==> config.mk <==
export PLATFORM = sky130hd
export DESIGN_NAME = branch_resolve_unit
export DESIGN_NICKNAME = d
export VERILOG_FILES = /design/src/rtl/branch_resolve_unit.sv
export SDC_FILE = /design/constraint.sdc
export NUM_CORES = 1
export LEC_CHECK = 0
export CAP_MARGIN = 20
export CORE_MARGIN = 1
export CORE_UTILIZATION = 30
export DETAILED_ROUTE_END_ITERATION = 8
export DONT_BUFFER_PORTS = 1
export HOLD_SLACK_MARGIN = 0.05
export PLACE_DENSITY_LB_ADDON = 0.05
export SLEW_MARGIN = 30
export SYNTH_ARGS = -nofsm -noshare
export SYNTH_HDL_FRONTEND = slang
export SYNTH_SLANG_ARGS = --single-unit
==> constraint.sdc <==
create_clock -name clk_i -period 10.3 [get_ports clk_i]
set_input_delay 2.06 -clock clk_i [delete_from_list [all_inputs] [get_ports clk_i]]
set_output_delay 2.06 -clock clk_i [all_outputs]
set_load 0.005 [all_outputs]
==> src/rtl/branch_resolve_unit.sv <==
// Branch resolve unit: pairs ID-stage predictions with EX outcomes,
// raises flush/redirect on mispredict and trains the 2-bit predictor.
module branch_resolve_unit #(
    parameter int DEPTH = 4,
    parameter int PC_W  = 32,
    parameter int CNT_W = 16
) (
    input  logic             clk_i,
    input  logic             rst_i,
    input  logic             pred_valid_i,
    input  logic             pred_taken_i,
    input  logic [PC_W-1:0]  pred_pc_i,
    input  logic             res_valid_i,
    input  logic             res_taken_i,
    input  logic [PC_W-1:0]  res_target_i,
    input  logic             ext_flush_i,
    output logic             update_o,
    output logic             update_taken_o,
    output logic             flush_o,
    output logic [PC_W-1:0]  redirect_pc_o,
    output logic             full_o,
    output logic             err_o,
    output logic [CNT_W-1:0] branch_cnt_o,
    output logic [CNT_W-1:0] miss_cnt_o
);

    localparam int PW = $clog2(DEPTH);
    localparam logic [PW:0] FULL_CNT = (PW+1)'(DEPTH);

    localparam logic [0:0] S_RUN   = 1'b0;
    localparam logic [0:0] S_FLUSH = 1'b1;

    logic [0:0]       state_q;
    logic [0:0]       state_d;
    logic [DEPTH-1:0] q_taken;
    logic [PC_W-1:0]  q_pc [DEPTH];
    logic [PW-1:0]    rd_ptr;
    logic [PW-1:0]    wr_ptr;
    logic [PW:0]      count;

    logic             run;
    logic             empty;
    logic             pop;
    logic             push;
    logic             head_taken;
    logic [PC_W-1:0]  head_pc;
    logic             mispred;
    logic             clear;
    logic             push_err;
    logic             pop_err;

    assign run        = (state_q == S_RUN);
    assign empty      = (count == '0);
    assign full_o     = (count == FULL_CNT);
    assign head_taken = q_taken[rd_ptr];
    assign head_pc    = q_pc[rd_ptr];

    // In FLUSH both request inputs belong to the wrong path.
    assign pop      = run & res_valid_i & ~empty;
    assign push     = run & pred_valid_i & (~full_o | pop);
    assign mispred  = pop & (head_taken ^ res_taken_i);
    assign clear    = ext_flush_i | mispred;
    assign push_err = run & pred_valid_i & full_o & ~pop;
    assign pop_err  = run & res_valid_i & empty;

    always_comb begin
        state_d = S_RUN;
        if (!ext_flush_i && mispred)
            state_d = S_FLUSH;
    end

    always_ff @(posedge clk_i or posedge rst_i) begin
        if (rst_i)
            state_q <= S_RUN;
        else
            state_q <= state_d;
    end

    always_ff @(posedge clk_i or posedge rst_i) begin
        if (rst_i) begin
            rd_ptr <= '0;
            wr_ptr <= '0;
            count  <= '0;
        end else if (clear) begin
            rd_ptr <= '0;
            wr_ptr <= '0;
            count  <= '0;
        end else begin
            if (push)
                wr_ptr <= wr_ptr + 1'b1;
            if (pop)
                rd_ptr <= rd_ptr + 1'b1;
            unique case ({push, pop})
                2'b10:   count <= count + 1'b1;
                2'b01:   count <= count - 1'b1;
                default: count <= count;
            endcase
        end
    end

    always_ff @(posedge clk_i or posedge rst_i) begin
        if (rst_i) begin
            q_taken <= '0;
            for (int i = 0; i < DEPTH; i++)
                q_pc[i] <= '0;
        end else if (push && !clear) begin
            q_taken[wr_ptr] <= pred_taken_i;
            q_pc[wr_ptr]    <= pred_pc_i;
        end
    end

    always_ff @(posedge clk_i or posedge rst_i) begin
        if (rst_i) begin
            update_o       <= 1'b0;
            update_taken_o <= 1'b0;
            flush_o        <= 1'b0;
        end else begin
            update_o       <= pop;
            update_taken_o <= pop & res_taken_i;
            flush_o        <= mispred;
        end
    end

    always_ff @(posedge clk_i or posedge rst_i) begin
        if (rst_i)
            redirect_pc_o <= '0;
        else if (mispred)
            redirect_pc_o <= res_taken_i ? res_target_i
                                         : head_pc + PC_W'(4);
    end

    always_ff @(posedge clk_i or posedge rst_i) begin
        if (rst_i)
            err_o <= 1'b0;
        else if (push_err || pop_err)
            err_o <= 1'b1;
    end

    // Statistics stick at all-ones rather than wrapping.
    always_ff @(posedge clk_i or posedge rst_i) begin
        if (rst_i) begin
            branch_cnt_o <= '0;
            miss_cnt_o   <= '0;
        end else begin
            if (pop && branch_cnt_o != '1)
                branch_cnt_o <= branch_cnt_o + 1'b1;
            if (mispred && miss_cnt_o != '1)
                miss_cnt_o <= miss_cnt_o + 1'b1;
        end
    end

endmodule
==> impl_metrics.ini <==
[critical_path]
crit_type = input pin to flip-flop
reg2reg_from = rd_ptr[1]$_DFFE_PP0P_
crit_path_start = res_valid_i
crit_fanout = 37
critPathLaunchType = input pin
cp-end-kind = flip-flop
reg2reg_to = q_pc[96]$_DFFE_PP0P_
r2r_slack_ns = 6.70
r2r_cells = 9
cp.required_ns = 10.70
crit_arrival_ns = 4.54

[yosys]
async_reset_ff_frac = 1.00
yosysSeqAreaShare = 0.527
syn-num-nets = 838
synthesis.area_um2 = 9870
synth_compound_area_frac = 0.0503
netlist_top_cells_area = dfrtp_1 53%, mux2_2 13%, mux4_2 7.5%, xnor2_1 2.8%, xor2_1 2.1%
synth_ff_type = dfrtp_1
synth_edf_count = 0
synthXorXnorAreaFrac = 0.0497
synthMuxAreaShare = 0.236
yosys.area.top_type_share = 0.527
synth_top_family_by_area = multiplexers
synth_simple_gate_area_frac = 0.0913
ys_ff_latch = 208
ys_types = 53
synthCells = 759
yosys.area.top_type = dfrtp_1
yosysWarnings = 0
synth_fa_ha_area_frac = 0.0109
synth_area_per_cell_um2 = 13.0

[final_layout]
final_cells = 1219
syn_to_final_growth_pct = 12.4
layout_commonest_cell = dfrtp_1
regArea_um2 = 5210
final_cell_mix = 207 x dfrtp_1, 118 x mux2_2, 48 x nor2_1
nNetsFinal = 834
fillCellCount = 3182
drive_gt1_frac = 0.286
final_core_util = 0.342
multiInputGateArea_um2 = 4330

[die]
die_y_um = 183
initial_core_util = 0.304
fp.dieW_um = 183
die-area_um2 = 33600
ioPinCount = 140
coreArea_um2 = 32500
rows = 66

[outcome]
status = finished clean

[route]
vias = 6094
totalWireLength_um = 26100
drtAntennaViolNets = 0
post_drt_wl_per_cell_um = 21.4
firstDrtPassIters = 4
drc_errors = 0
avgViaCountPerCell = 5.00
drt-initial-drc-count = 256

[clocking]
ctsHoldBuffers = 0
clk_pin_slew_ns = 0.05
cts.sinks = 208
cts-buffers-inserted = 27
cts_setup_buffers = 0
cts_tree = done
cts_max_level = 1
cts_root_buffer = clkbuf_16
cts_max_path_buffers = 3
cts_resized = 0
clk_latency_ns = 0.53

[place]
dp_cells = 1168
portBuffers = 0
dpl.hpwl_um = 16500
routabilityCongestion = 0.733

[worst_hold_path]
worstHoldEndpoint = err_o$_DFFE_PP0P_
hold_path.class = flip-flop to flip-flop
holdPathStages = 1
min_from = err_o$_DFFE_PP0P_

[sta]
slew_violations = 0
hold_ws_ns = 0.490
fmaxAchievable_ghz = 0.242
tns_ns = 0
hold_viol_final = 0
finalCritPeriodShare = 0.402
worst_slew_pin_slew_ns = 0.870
min_period_ns = 4.14
setup_viol_count_final = 0
slew_headroom = 0.418
rsz0062_at_grt = no
finClkSkew_ns = 0.0118

[global_routing]
track_usage = 0.159
grt_pass1_wl_um = 40500
grt_pass1_vias = 6618
grt_max_degree = 135
antenna_found_initial = 5
grt.overflow.total = 0

[power_and_ir_drop]
peakVddDrop_mv = 0.133
power_density_nw_per_um2 = 304
p_leak_nw = 4.76

[job]
maxCapViolCount = 0
==> per-layer routing <==
metal  wire, um  global-route usage
met5          9                   0
met2      12500               0.262
met3       1910              0.0516
met4        766              0.0473
met1      10900               0.198
==> critical path, cell delays in order <==
cell      delay, ns
o311ai_4       0.10
clkinv_1       0.40
nand2b_2       0.15
buf_4          0.41
inv_2          0.10
nor3_4         0.35
nand2_4        0.48
mux2_1         0.47
==> cells in the mapped netlist (all sizes together), types with 2 or more instances <==
cell,instances
dfrtp,208
mux2,134
nor2,48
nand2,41
mux4,33
xnor2,32
nor3,26
o21ai,26
a21oi,25
buf,24
xor2,24
nand3,19
inv,18
clkbuf,14
nand4,12
o22ai,12
and3,7
ha,7
and4,5
mux2i,4
a31oi,3
nor2b,3
nor3b,3
nor4,3
o211ai,3
o21a,3
a22oi,2
nand2b,2
o2111ai,2
or3,2
==> registers in the layout, indices dropped and copies added (netlist names) <==
signal,cells
q_pc,128
redirect_pc_o,32
branch_cnt_o,16
miss_cnt_o,16
q_taken,4
count,3
rd_ptr,2
wr_ptr,2
err_o,1
flush_o,1
state_q,1
update_o,1
update_taken_o,1
==> area by class of cell <==
type / count / share of cell area
Clock inverter: 6 / 0.00519
Clock buffer: 42 / 0.0732
Timing Repair Buffer: 5 / 0.00372
Tap cell: 442 / 0.0498
Inverter: 19 / 0.00756
Multi-Input combinational cell: 494 / 0.391
Sequential cell: 208 / 0.469
Antenna cell: 3 / 0.000677
==> worst max path at each step <==
stage | to | cells after the start | slack, ns
5_1_grt | q_pc[96]$_DFFE_PP0P_ | 8 | 5.93
3_5_place_dp | q_pc[126]$_DFFE_PP0P_ | 8 | 5.59
4_1_cts | q_pc[96]$_DFFE_PP0P_ | 8 | 6.15
2_1_floorplan | branch_cnt_o[0]$_DFFE_PP0P_ | 1 | 2.56
3_3_place_gp | q_pc[96]$_DFFE_PP0P_ | 8 | 5.69
6_report | q_pc[96]$_DFFE_PP0P_ | 8 | 6.16
==> metrics by stage <==
| stage | total power [mW] | setup slack, ns | instance area, um2 |
|---|---|---|---|
| finish | 3.37 | 6.16 | 11100 |
| global route | 3.60 | 5.93 | 11100 |
| CTS | 3.43 | 6.15 | 11100 |
| detailed placement | 2.49 | 5.59 | 10200 |
| global placement | 2.43 | 5.69 | 10200 |
| floorplan | 2.21 | 2.56 | 9870 |
==> kinds of logic (layout without fill, tap and decap cells) <==
group           after synthesis  count (layout)
compound gates               82              82
flops                       208             208
fa+ha+maj                     8               8
other cells                   0               3
mux                         171             171
xor+xnor                     56              56
buf+inv                      57              72
simple gates                177             177
==> where the power goes <==
part / internal [mW] / switching, mW / total, mW
registers: 1.16 / 0.223 / 1.38
clock network: 0.561 / 0.357 / 0.918
logic: 0.559 / 0.513 / 1.07
Note: power is estimated with default switching activity, not from simulation.
